==> src/rtl/mem_port_arbiter.sv <==
// Round-robin arbiter that shares one memory port between NUM_PORTS workers.
// One transaction in flight at a time: grant, send, wait for response, return it.
module mem_port_arbiter #(
  parameter int NUM_PORTS = 4,
  parameter int PTR_WIDTH = 2
) (
  input  logic                   CLK,
  input  logic                   RST,
  input  logic [NUM_PORTS-1:0]   REQ_ADDR_VALID,
  input  logic [32*NUM_PORTS-1:0] REQ_ADDR,
  input  logic [NUM_PORTS-1:0]   REQ_DATA_VALID,
  input  logic [32*NUM_PORTS-1:0] REQ_DATA,
  output logic [NUM_PORTS-1:0]   REQ_READY,
  output logic [NUM_PORTS-1:0]   RSP_VALID,
  output logic [31:0]            RSP_DATA,
  input  logic [NUM_PORTS-1:0]   RSP_READY,
  output logic                   MEM_SEND_ADDR_VALID,
  output logic [31:0]            MEM_SEND_ADDR,
  output logic                   MEM_SEND_DATA_VALID,
  output logic [31:0]            MEM_SEND_DATA,
  input  logic                   MEM_SEND_READY,
  input  logic                   MEM_RECEIVE_VALID,
  input  logic [31:0]            MEM_RECEIVE_DATA,
  output logic                   MEM_RECEIVE_READY
);

  localparam logic [1:0] S_IDLE = 2'd0;
  localparam logic [1:0] S_SEND = 2'd1;
  localparam logic [1:0] S_WAIT = 2'd2;
  localparam logic [1:0] S_RESP = 2'd3;

  localparam logic [PTR_WIDTH:0]   NUM_PORTS_W = (PTR_WIDTH+1)'(NUM_PORTS);
  localparam logic [PTR_WIDTH-1:0] LAST_PORT   = PTR_WIDTH'(NUM_PORTS - 1);

  logic [1:0]           state_q, state_d;
  logic [PTR_WIDTH-1:0] rr_ptr_q, rr_ptr_d;
  logic [PTR_WIDTH-1:0] owner_q, owner_d;
  logic                 mem_send_addr_valid_q, mem_send_addr_valid_d;
  logic                 mem_send_data_valid_q, mem_send_data_valid_d;
  logic [31:0]          mem_send_addr_q, mem_send_addr_d;
  logic [31:0]          mem_send_data_q, mem_send_data_d;
  logic [NUM_PORTS-1:0] rsp_valid_q, rsp_valid_d;
  logic [31:0]          rsp_data_q, rsp_data_d;

  logic [31:0]          req_addr_a [NUM_PORTS];
  logic [31:0]          req_data_a [NUM_PORTS];
  logic                 grant_found;
  logic [PTR_WIDTH-1:0] grant_idx;
  logic [PTR_WIDTH:0]   cand;

  always_comb begin
    for (int p = 0; p < NUM_PORTS; p++) begin
      req_addr_a[p] = REQ_ADDR[32*p +: 32];
      req_data_a[p] = REQ_DATA[32*p +: 32];
    end
  end

  // Search starts at rr_ptr and wraps; the first requester found wins.
  always_comb begin
    grant_found = 1'b0;
    grant_idx   = '0;
    cand        = '0;
    for (int i = 0; i < NUM_PORTS; i++) begin
      cand = {1'b0, rr_ptr_q} + (PTR_WIDTH+1)'(i);
      if (cand >= NUM_PORTS_W) cand = cand - NUM_PORTS_W;
      if (!grant_found && REQ_ADDR_VALID[cand[PTR_WIDTH-1:0]]) begin
        grant_found = 1'b1;
        grant_idx   = cand[PTR_WIDTH-1:0];
      end
    end
  end

  // NOTE: every _d starts as its _q so no path leaves a signal unassigned,
  // which would otherwise infer a latch.
  always_comb begin
    state_d               = state_q;
    rr_ptr_d              = rr_ptr_q;
    owner_d               = owner_q;
    mem_send_addr_valid_d = mem_send_addr_valid_q;
    mem_send_data_valid_d = mem_send_data_valid_q;
    mem_send_addr_d       = mem_send_addr_q;
    mem_send_data_d       = mem_send_data_q;
    rsp_valid_d           = rsp_valid_q;
    rsp_data_d            = rsp_data_q;
    case (state_q)
      S_IDLE: begin
        if (grant_found) begin
          mem_send_addr_d       = req_addr_a[grant_idx];
          mem_send_data_d       = req_data_a[grant_idx];
          mem_send_data_valid_d = REQ_DATA_VALID[grant_idx];
          mem_send_addr_valid_d = 1'b1;
          owner_d               = grant_idx;
          state_d               = S_SEND;
        end
      end
      S_SEND: begin
        if (MEM_SEND_READY) begin
          mem_send_addr_valid_d = 1'b0;
          mem_send_data_valid_d = 1'b0;
          state_d               = S_WAIT;
        end
      end
      S_WAIT: begin
        if (MEM_RECEIVE_VALID) begin
          rsp_data_d  = MEM_RECEIVE_DATA;
          rsp_valid_d = NUM_PORTS'(1) << owner_q;
          state_d     = S_RESP;
        end
      end
      S_RESP: begin
        // Only the owner's ready completes the handshake; others are ignored.
        if (RSP_READY[owner_q]) begin
          rsp_valid_d = '0;
          rr_ptr_d    = (owner_q == LAST_PORT) ? '0 : owner_q + 1'b1;
          state_d     = S_IDLE;
        end
      end
      default: state_d = S_IDLE;
    endcase
  end

  // NOTE: state uses non-blocking assignments so every flop samples the
  // pre-edge value of its neighbours, independent of statement order.
  always_ff @(posedge CLK) begin
    if (RST) begin
      state_q               <= S_IDLE;
      rr_ptr_q              <= '0;
      owner_q               <= '0;
      mem_send_addr_valid_q <= 1'b0;
      mem_send_data_valid_q <= 1'b0;
      mem_send_addr_q       <= '0;
      mem_send_data_q       <= '0;
      rsp_valid_q           <= '0;
      rsp_data_q            <= '0;
    end else begin
      state_q               <= state_d;
      rr_ptr_q              <= rr_ptr_d;
      owner_q               <= owner_d;
      mem_send_addr_valid_q <= mem_send_addr_valid_d;
      mem_send_data_valid_q <= mem_send_data_valid_d;
      mem_send_addr_q       <= mem_send_addr_d;
      mem_send_data_q       <= mem_send_data_d;
      rsp_valid_q           <= rsp_valid_d;
      rsp_data_q            <= rsp_data_d;
    end
  end

  assign REQ_READY           = (state_q == S_IDLE && grant_found) ?
                               (NUM_PORTS'(1) << grant_idx) : '0;
  assign MEM_RECEIVE_READY   = (state_q == S_WAIT);
  assign MEM_SEND_ADDR_VALID = mem_send_addr_valid_q;
  assign MEM_SEND_ADDR       = mem_send_addr_q;
  assign MEM_SEND_DATA_VALID = mem_send_data_valid_q;
  assign MEM_SEND_DATA       = mem_send_data_q;
  assign RSP_VALID           = rsp_valid_q;
  assign RSP_DATA            = rsp_data_q;

endmodule

==> config.mk <==
export PLATFORM = sky130hd
export DESIGN_NAME = mem_port_arbiter
export DESIGN_NICKNAME = d
export VERILOG_FILES = /design/src/rtl/mem_port_arbiter.sv
export SDC_FILE = /design/constraint.sdc
export NUM_CORES = 1
export LEC_CHECK = 0
export ABC_AREA = 1
export BUFFER_PORTS_ARGS = -buffer_cell sky130_fd_sc_hd__clkbuf_2
export CAP_MARGIN = 5
export CORE_AREA = 2 2 161 163
export CTS_CLUSTER_DIAMETER = 120
export DETAILED_ROUTE_END_ITERATION = 16
export DIE_AREA = 0 0 163 165
export GPL_ROUTABILITY_DRIVEN = 1
export SLEW_MARGIN = 40
export SYNTH_ARGS = -nofsm -noshare
export SYNTH_HDL_FRONTEND = slang
export SYNTH_SLANG_ARGS = --single-unit
==> constraint.sdc <==
create_clock -name CLK -period 2.1 [get_ports CLK]
set_input_delay 0.42 -clock CLK [delete_from_list [all_inputs] [get_ports CLK]]
set_output_delay 0.42 -clock CLK [all_outputs]
set_load 0.05 [all_outputs]
==> out/results.txt, run 1 <==
adder-cell share of the synthesized area: 0.0162
Register Area: 2170 um2
Post-Syn Instances: 1191
Slew HR: 0.643
simple-gate share of the synthesized area: 0.414
ranking of synthesized cells by area: dfxtp_1 (31%), nand2_1 (23%), nor2_1 (11%), inv_1 (8.0%), o211ai_1 (6.0%)
Commonest cells post-synth: nand2_1 (433), nor2_1 (199), inv_1 (148)
hold_sp: MEM_RECEIVE_DATA[19]
hold path depth: 3
WL/cell: 14.1 um
DR vias/cell: 4.46
share of the synthesized area in the top cell type: 0.310
GPL Wtd Cong: 0.894
total power per unit cell area: 1520 nW/um2
Setup crit start kind: register
number of diodes: 0
worst min path class: input pin to register
top-count cell post-synth: nand2_1
R2R depth: 18
clock skew: 0.0122 ns
Worst-Skew Late Latency: 0.35 ns
Ys Warns: 0
Initial Utilization: 0.278
initial antenna violation count: 0
busiest grt layer: met2
worst-path cell chain: buf_12 -> nand2_4 -> nand3_4 -> nand2_4 -> buf_4 -> a21oi_2 -> nand2_2 -> nand2_8 -> inv_4 -> nor3_4 -> buf_8
Worst Setup Slack, final: -0.397 ns
failing checks: negative setup slack
mux cell area share after synthesis: 0
# setup viols final: 69
syn nets: 1504
Port Buf Inserts: 410
largest net degree at the start of global routing: 48
area fraction in compound gates after synthesis: 0.119
area of the die: 26900 um2
Final Critical Period: 2.50 ns
asr flop ratio synth: 0
peak supply drop: 0.000615 V
cell mode on critical path: nand2_4
Final Hold Vio Count: 0
post-synthesis sequential area ratio: 0.310
antenna violation net count after detailed routing: 0
status: finished, violations left
final WL: 27900 um
hpwl dp: 20400 um
DRC Markers: 0
terminus of the critical flop-to-flop path: MEM_SEND_ADDR[3]
Detailed Routing Iterations Pass 1: 5
core footprint: 25000 um2
Worst path slowest cell: dfxtp_4
TNS Setup: -14.15 ns
worst-path fanout max: 5
Total Routing Usage GR: 0.185
CTS tree: yes
Max-cap violations: 0
Post-Synthesis Cell Area: 6960 um2
clk sink count: 108
CTS Root Buffer Type: clkbuf_16
first-pass GRT wire length: 39600 um
fraction of layout cells with a size suffix above 1: 0.368
Arr. time, crit path: 2.08 ns
syn avg cell area: 5.85 um2
clk buf depth: 2
Crit path largest cell delay: 0.41 ns
TritonCTS buffer count: 9
number of flops mapped to enable cells by yosys: 0
Fin Hold WS: 0.311 ns
Crit Path Category: register to primary output
Die X: 163 um
Worst-Margin Slew: 0.535 ns
num ports: 411
H-Tree Depth: 3
Area Growth Syn to Fin: 58.2%
GRT met3 Usage: 0.0442
Vert. Die Dim: 165 um
period utilisation layout: 1.19
vias: 8802
XOR/XNOR Fraction of Synth Area: 0
hold_buf cts: 0
largest family of logic cells by synthesized area: simple AND/OR/NAND/NOR gates
area of the multi-input gates: 4100 um2
post-synthesis register bit count: 108
total grt overflow: 0
fmax: 400 MHz
met2 usage: 0.344
drt initial violations: 420
worst path required time: 1.68 ns
row count: 58
worst reg2reg path startpoint: rr_ptr_q[0]
Crit. End Element: primary output
Worst Hold End: RSP_DATA[19]
clock transition at the registers of the reported paths: 0.08 ns
FF-to-FF setup slack: -0.32 ns
Layout Nets: 1950
RSZ-0062 raised after global routing: true
cell taking the most area after synthesis: dfxtp_1
met1 global-route usage: 0.209
Leakage Power: 6.52 nW
FILL cells: 2652
post-synthesis cell type count: 29
prevailing post-synth register cell: dfxtp_1
vias in the first global route: 8019
Max Slew Vio Count: 0
-- cell families (layout without fill, tap and decap cells) --
kind of cell             Yosys count  count (layout)
AO/OA/AOI/OAI                    121             121
AND/OR/NAND/NOR                  727             727
buffers and inverters            226             677
adder cells (fa/ha/maj)            9               9
flip-flops                       108             108
-- cells in the final DEF, fill, tap and decap left out, types with 3 or more instances in the layout --
cell type / n
a21oi_1: 12
buf_12: 20
buf_16: 4
buf_4: 44
buf_6: 13
buf_8: 14
clkbuf_16: 17
clkbuf_2: 405
dfxtp_1: 106
ha_1: 9
inv_1: 145
inv_2: 3
inv_4: 3
nand2_1: 396
nand2_2: 29
nand2_4: 11
nand3_1: 70
nand3_2: 5
nand3_4: 4
nor2_1: 198
nor3_4: 4
o211ai_1: 56
o211ai_2: 10
o21ai_0: 39
-- metrics by stage --
| stage | area (um2) | worst slack [ns] | instances | utilization | total power [mW] |
|---|---|---|---|---|---|
| 2_1_floorplan | 7050 | -0.0750 | 1191 | - | 10.3 |
| 3_3_place_gp | 9650 | -0.131 | 1913 | 0.385 | 12.9 |
| 3_5_place_dp | 9650 | -0.174 | 1913 | 0.385 | 13.0 |
| 4_1_cts | 10400 | -0.330 | 1944 | 0.413 | 15.6 |
| 5_1_grt | 11000 | -0.475 | 1972 | 0.440 | 18.0 |
| 6_report | 11000 | -0.397 | 1972 | 0.440 | 16.7 |
-- area by class of cell --
| type | instances | share of cell area |
|---|---|---|
| Clock inverter | 5 | 0.00613 |
| Tap cell | 330 | 0.0375 |
| Clock buffer | 11 | 0.0229 |
| Timing Repair Buffer | 509 | 0.311 |
| Multi-Input combinational cell | 857 | 0.372 |
| Inverter | 152 | 0.0529 |
| Sequential cell | 108 | 0.197 |
-- layer usage --
layer  share of wire  vias to the layer above  wire length [um]
li1                -                     4554                 -
met1            0.40                     3865             11100
met2            0.50                      339             14000
met3           0.079                       44              2210
met4           0.020                        0               565
met5               0                        -                 0
-- worst max-delay path, delay by kind of cell (launching register included) --
kind	cells	cell delay, ns
simple gates	6	0.65
buf+inv	4	0.51
flops	1	0.41
compound gates	1	0.13
-- where the power goes --
group          total (mW)  internal, mW  switching, mW
Combinational        11.8          4.47           7.30
Sequential           3.09          2.71          0.373
Clock                1.85          1.01          0.838
Total                16.7          8.20           8.51
-- registers in the layout, indices dropped and copies added, names as in the netlist --
signal               cells
owner_q                  2
state_q                  2
MEM_SEND_ADDR           32
RSP_DATA                32
MEM_SEND_DATA_VALID      1
MEM_SEND_DATA           32
RSP_VALID                4
rr_ptr_q                 2
MEM_SEND_ADDR_VALID      1
-- repair_timing --
| item | CTS | global route |
|---|---|---|
| hold endpoints to repair | 0 | 0 |
| pin swaps | 25 | 40 |
| setup buffers | 12 | 16 |
| resized for setup | 50 | 84 |
| gates cloned | 4 | 12 |
| setup endpoints to repair | 62 | 70 |
-- worst max-delay path by stage --
| stage | from | to | slack (ns) |
|---|---|---|---|
| floorplan | rr_ptr_q[0] | REQ_READY[1] | -0.07 |
| global placement | REQ_ADDR_VALID[3] | MEM_SEND_DATA[3] | -0.13 |
| detailed placement | REQ_ADDR_VALID[0] | MEM_SEND_DATA[3] | -0.17 |
| CTS | rr_ptr_q[0] | REQ_READY[1] | -0.33 |
| global route | rr_ptr_q[0] | REQ_READY[0] | -0.47 |
| finish | rr_ptr_q[0] | REQ_READY[0] | -0.40 |
Note: power is estimated with default switching activity, not from simulation.
==> inputs of run 2 (changes only) <==
--- a/config.mk
+++ b/config.mk
@@ -8,10 +8,11 @@
 export ABC_AREA = 1
 export BUFFER_PORTS_ARGS = -buffer_cell sky130_fd_sc_hd__clkbuf_2
 export CAP_MARGIN = 5
-export CORE_AREA = 2 2 161 163
+export CORE_AREA = 2 2 159 161
+export CTS_BUF_LIST = sky130_fd_sc_hd__clkbuf_4
 export CTS_CLUSTER_DIAMETER = 120
 export DETAILED_ROUTE_END_ITERATION = 16
-export DIE_AREA = 0 0 163 165
+export DIE_AREA = 0 0 161 163
 export GPL_ROUTABILITY_DRIVEN = 1
 export SLEW_MARGIN = 40
 export SYNTH_ARGS = -nofsm -noshare
==> run 2 against run 1 <==
The run still ends with negative setup slack left; first-iteration DRC count up 21%; count of clock-buffer cells in the layout down 2; routed wire length up 8.3%; non-clock buffer count up 9; critical endpoint is now REQ_READY[2]; largest power group unchanged.
==> out/results.txt, run 2 (synthesis gave the netlist of run 1 again) <==
worst-path cell chain: inv_4 -> nand2_1 -> nand2_4 -> nand2_2 -> nand2_2 -> nor2_4 -> buf_4 -> nand3b_1 -> nand2_2 -> buf_12 -> nor3_4 -> buf_8
commonest non-fill, non-tap cell in the layout: clkbuf_2
Crit path largest cell delay: 0.40 ns (about the same)
worst min path class: input pin to register
worst path required time: 1.68 ns (about the same)
status: finished, violations left
vias: 9009 (+2.4%)
CTS tree: yes
largest net degree at the start of global routing: 46 (-4.2%)
Initial Utilization: 0.282 (+0.00409)
Fin Hold WS: 0.167 ns (-0.144 ns)
Slew HR: 0.636 (-0.00749)
peak supply drop: 0.000623 V (+1.3%)
Post-Place Worst Slack: -0.199 ns (-0.0246 ns)
WL/cell: 15.2 um (+7.8%)
Max-cap violations: 0 (unchanged)
worst-path fanout max: 9 (+4)
Crit. End Element: primary output
placed cells: 1905 (-0.42%)
GPL Wtd Cong: 0.858 (-4.1%)
fmax: 379 MHz (-5.3%)
RSZ-0062 raised after global routing: true
H-Tree Depth: 3 (unchanged)
hpwl dp: 20300 um (-0.30%)
Worst path slowest cell: dfxtp_4
Final Critical Period: 2.64 ns (+0.138 ns)
Vert. Die Dim: 163 um (-1.2%)
vias in the first global route: 8326 (+3.8%)
Worst-Skew Late Latency: 0.49 ns (+0.14 ns)
Area Growth Syn to Fin: 61.4%
Leakage Power: 6.60 nW (+1.2%)
first-pass GRT wire length: 43600 um (+10%)
core footprint: 24700 um2 (-1.4%)
CP top delay family: simple AND/OR/NAND/NOR gates
CTS Root Buffer Type: clkbuf_4
fin cells: 1982 (+0.51%)
area of the multi-input gates: 4120 um2 (+0.27%)
antenna violation net count after detailed routing: 0 (unchanged)
final WL: 30200 um (+8.3%)
Setup crit start kind: register
Total Routing Usage GR: 0.211 (+0.0261)
Detailed Routing Iterations Pass 1: 5 (unchanged)
Max Slew Vio Count: 0 (unchanged)
Port Buf Inserts: 410 (unchanged)
Worst-Margin Slew: 0.546 ns (+0.0112 ns)
area of the die: 26200 um2 (-2.4%)
num ports: 411 (unchanged)
cell mode on critical path: nand2_2
FILL cells: 2574 (-2.9%)
initial antenna violation count: 3 (+3)
DR vias/cell: 4.55 (+1.8%)
clk sink count: 108 (unchanged)
# setup viols final: 65 (-5.8%)
Layout Nets: 1959 (+0.46%)
TNS Setup: -14.08 ns (+0.0754 ns)
DRC Markers: 0 (unchanged)
highest-count cells in the layout ignoring fill and taps: clkbuf_2 (405), nand2_1 (387), nor2_1 (198)
clk buf depth: 2 (unchanged)
total power per unit cell area: 1540 nW/um2 (+1.4%)
Final Hold Vio Count: 0 (unchanged)
Die X: 161 um (-1.2%)
drt initial violations: 508 (+21%)
total grt overflow: 0 (unchanged)
clock skew: 0.0304 ns (+0.0182 ns)
Arr. time, crit path: 2.22 ns (+0.14 ns)
DP Area: 9640 um2 (about the same)
CP bufs+invs: 4 (unchanged)
Crit Path Category: register to primary output
period utilisation layout: 1.26 (+0.0659)
row count: 58 (unchanged)
TritonCTS buffer count: 9 (unchanged)
failing checks: negative setup slack
Worst Setup Slack, final: -0.536 ns (-0.138 ns)
fraction of layout cells with a size suffix above 1: 0.380 (+0.0125)
Register Area: 2170 um2 (about the same)
Final Cell Area: 11200 um2 (+2.0%)
clock transition at the registers of the reported paths: 0.19 ns (+0.11 ns)
[run 2: changes by cell type in the layout (fill, tap and decap cells not counted), sizes merged]
cell / before / now
clkbuf: 424 / 426
inv: 154 / 155
bufbuf: 0 / 1
clkinv: 2 / 3
buf: 96 / 100
diode: 0 / 1
[run 2: final timing paths]
kind / startpoint / end / slack, ns / depth (start not counted)
max: rr_ptr_q[0] / REQ_READY[2] / -0.54 / 12
min reg2reg: RSP_VALID[0] / RSP_VALID[0] / 0.49 / 2
max reg2reg: rr_ptr_q[0] / MEM_SEND_ADDR[12] / -0.37 / 21
min: MEM_RECEIVE_DATA[29] / RSP_DATA[29] / 0.17 / 3
[run 2: repair_timing]
action	CTS	global route
setup buffers	19	18
pin swaps	42	66
endpoints found under the hold margin	0	0
gates resized for setup	70	92
hold buffers	0	0
endpoints found under the setup margin	70	72
gates cloned	19	12
[run 2: tightest hold or removal path, cell delays in order]
cell and delay (ns):
clkbuf_2 0.08, o21ai_0 0.07, nor2_1 0.07
[run 2: layout make-up]
| cell class | count | share of cell area |
|---|---|---|
| Multi-Input combinational cell | 857 | 0.366 |
| Antenna cell | 1 | 0.000223 |
| Tap cell | 330 | 0.0367 |
| Clock buffer | 9 | 0.00601 |
| Clock inverter | 7 | 0.00646 |
| Inverter | 152 | 0.0521 |
| Sequential cell | 108 | 0.193 |
| Timing Repair Buffer | 518 | 0.339 |
[run 2: per-stage QoR]
stage / power, mW / utilization
6_report: 17.3 / 0.456
5_1_grt: 18.5 / 0.456
4_1_cts: 16.1 / 0.430
3_5_place_dp: 12.9 / 0.391
3_3_place_gp: 12.9 / 0.391
2_1_floorplan: 10.3 / -
[run 2: report_power, final]
part           leakage, nW  total (mW)  internal [mW]  switching [mW]
Clock               0.0800        1.17          0.373           0.795
Combinational         5.62        13.0           5.26            7.76
Sequential           0.892        3.09           2.71           0.376
Total                 6.60        17.3           8.34            8.93
[run 2: routing by layer]
layer / up-vias / wire [um] / global-route usage / share of wire
met4: 2 / 512 / 0.0605 / 0.017
met5: - / 15 / 0 / 0.00050
met3: 43 / 2300 / 0.0469 / 0.076
met2: 350 / 15300 / 0.389 / 0.51
li1: 4589 / - / - / -
met1: 4025 / 12100 / 0.246 / 0.40
==> inputs of run 3 (changes only) <==
--- a/config.mk
+++ b/config.mk
@@ -14,6 +14,7 @@
 export DETAILED_ROUTE_END_ITERATION = 16
 export DIE_AREA = 0 0 161 163
 export GPL_ROUTABILITY_DRIVEN = 1
+export MAX_ROUTING_LAYER = met4
 export SLEW_MARGIN = 40
 export SYNTH_ARGS = -nofsm -noshare
 export SYNTH_HDL_FRONTEND = slang
==> run 3 against run 2 <==
The run still ends with negative setup slack left; via count increased by 0.68%; non-clock buffer count did not move; final cell count hardly changed; first-iteration DRC count is 12% higher; sequential share of layout area is essentially flat; worst setup slack better by 0.0046 ns; power about the same; clock skew up 0.0049 ns; routed wire length about the same; register-to-register slack hardly changed; combinational power barely moved; global-route usage grew 0.61 points.
==> out/results.txt, run 3 (synthesis gave the netlist of run 1 again) <==
clock transition at the registers of the reported paths: 0.20 ns (about the same)
Crit path largest cell delay: 0.41 ns (about the same)
hpwl dp: 20300 um (unchanged)
Leakage Power: 6.60 nW (unchanged)
terminus of the critical flop-to-flop path: MEM_SEND_ADDR[12]
GPL Wtd Cong: 0.872 (+1.6%)
Setup crit start kind: register
FF-to-FF setup slack: -0.38 ns (about the same)
Worst path slowest cell: dfxtp_4
worst-path fanout max: 9 (unchanged)
Worst-Skew Late Latency: 0.49 ns (about the same)
vias in the first global route: 8349 (+0.28%)
TritonCTS buffer count: 9 (unchanged)
Crit. End Element: primary output
clock skew: 0.0352 ns (+0.00486 ns)
Port Buf Inserts: 410 (unchanged)
first-pass GRT wire length: 43500 um (-0.24%)
vias: 9070 (+0.68%)
Total Routing Usage GR: 0.218 (+0.00612)
clk buf depth: 2 (unchanged)
clk sink count: 108 (unchanged)
DR vias/cell: 4.57 (+0.63%)
hold path depth: 3 (unchanged)
# setup viols final: 67 (+3.1%)
DRC Markers: 0 (unchanged)
peak supply drop: 0.000623 V (about the same)
Area Growth Syn to Fin: 61.4% (about the same)
critical path endpoint: REQ_READY[2]
fraction of layout cells with a size suffix above 1: 0.380 (unchanged)
Crit Path Category: register to primary output
area of the die: 26200 um2 (unchanged)
Overall Power: 17.3 mW (about the same)
Worst Setup Slack, final: -0.531 ns (+0.00456 ns)
total grt overflow: 0 (unchanged)
CTS tree: yes
R2R depth: 21 (unchanged)
num ports: 411 (unchanged)
largest net degree at the start of global routing: 46 (unchanged)
Max Slew Vio Count: 0 (unchanged)
row count: 58 (unchanged)
final WL: 30200 um (about the same)
commonest non-fill, non-tap cell in the layout: clkbuf_2
Fin Hold WS: 0.164 ns (-0.00285 ns)
worst reg2reg path startpoint: rr_ptr_q[0]
total power per unit cell area: 1540 nW/um2 (about the same)
CTS Root Buffer Type: clkbuf_4
Die X: 161 um (unchanged)
CP top delay family: simple AND/OR/NAND/NOR gates
Worst-Margin Slew: 0.530 ns (-0.0164 ns)
Initial Utilization: 0.282 (unchanged)
RSZ-0062 raised after global routing: true
FILL cells: 2573 (-0.039%)
fmax: 380 MHz (+0.17%)
Register Area: 2170 um2 (unchanged)
CP bufs+invs: 4 (unchanged)
worst min path class: input pin to register
area of the multi-input gates: 4120 um2 (unchanged)
period utilisation layout: 1.25 (-0.00217)
Slew HR: 0.647 (+0.0110)
cell mode on critical path: nand2_2
core footprint: 24700 um2 (unchanged)
Max-cap violations: 0 (unchanged)
failing checks: negative setup slack
Detailed Routing Iterations Pass 1: 6 (+1)
crit path launch: rr_ptr_q[0]
drt initial violations: 569 (+12%)
WP depth: 12 (unchanged)
status: finished, violations left
Final Critical Period: 2.63 ns (-0.00456 ns)
worst-path cell chain: inv_4 -> nand2_1 -> nand2_4 -> nand2_2 -> nand2_2 -> nor2_4 -> buf_4 -> nand3b_1 -> nand2_2 -> buf_12 -> nor3_4 -> buf_8
worst path required time: 1.68 ns (about the same)
highest-count cells in the layout ignoring fill and taps: clkbuf_2 (405), nand2_1 (387), nor2_1 (198)
initial antenna violation count: 3 (unchanged)
antenna violation net count after detailed routing: 0 (unchanged)
Vert. Die Dim: 163 um (unchanged)
H-Tree Depth: 3 (unchanged)
WL/cell: 15.2 um (about the same)
Layout Nets: 1959 (unchanged)
Arr. time, crit path: 2.21 ns (about the same)
Final Hold Vio Count: 0 (unchanged)
==> run 3: cell count changes in the layout (fill, tap and decap cells not counted), sizes merged <==
cell   before  now
diode       1    2
==> run 3: routing by layer <==
| layer | up-vias | track usage | part of all wire |
|---|---|---|---|
| met1 | 4088 | 0.250 | 0.41 |
| met4 | 0 | 0.0597 | 0.016 |
| met5 | - | - | 0 |
| li1 | 4592 | - | - |
| met3 | 43 | 0.0382 | 0.067 |
| met2 | 347 | 0.390 | 0.51 |
==> run 3: power breakdown <==
part,internal [mW],switching [mW]
clock,0.373,0.788
sequential,2.71,0.380
combinational,5.26,7.76
==> run 3: final cells by class <==
cell class / instances / share of cell area
multi-input combinational: 857 / 0.366
timing repair buffer: 518 / 0.339
sequential: 108 / 0.193
inverter: 152 / 0.0521
tap: 330 / 0.0367
clock inverter: 7 / 0.00645
clock buffer: 9 / 0.00601
antenna: 2 / 0.000445
==> run 3: worst min-delay path by stage <==
stage                                     from             endpoint  slack [ns]
after floorplan                    rr_ptr_q[0]          rr_ptr_q[0]        0.51
after global placement     MEM_SEND_DATA_VALID  MEM_SEND_DATA_VALID        0.45
after detailed placement          RSP_VALID[2]         RSP_VALID[2]        0.46
after CTS                 MEM_RECEIVE_DATA[29]         RSP_DATA[29]        0.11
after global routing      MEM_RECEIVE_DATA[12]         RSP_DATA[12]        0.14
final                     MEM_RECEIVE_DATA[29]         RSP_DATA[29]        0.16
==> run 3: repair_timing <==
item / CTS / global route
hold buffers: 0 / 0
cloned: 19 / 12
pin swaps: 42 / 66
setup endpoints to repair: 70 / 72
buffers inserted: 19 / 18
hold endpoints to repair: 0 / 0
resized for setup: 70 / 92
==> run 3: stage by stage <==
step	setup WS (ns)	util	area (um2)	setup TNS, ns	std cells
5_1_grt	-0.667	0.456	11200	-23.27	1983
3_3_place_gp	-0.142	0.391	9640	-4.16	1905
4_1_cts	-0.580	0.430	10600	-8.79	1957
2_1_floorplan	-0.0750	-	7050	-0.211	1191
6_report	-0.531	0.456	11200	-14.50	1983
3_5_place_dp	-0.199	0.391	9640	-9.07	1905
==> run 3: worst register-to-register path: stages, from the launching register on <==
cell and delay [ns]:
dfxtp_4 0.41, buf_6 0.14, nand2_2 0.05, nand2_2 0.07, nand2_2 0.08, nand2_2 0.07
nor2_4 0.15, nand3_2 0.11, nand2_4 0.10, nand2_8 0.07, buf_4 0.14, buf_6 0.11
buf_8 0.12, buf_12 0.14, buf_8 0.13, buf_12 0.13, nand2_4 0.06, nand2_2 0.06
nand2_2 0.05, nand3_2 0.08, nand2_1 0.09, inv_1 0.03
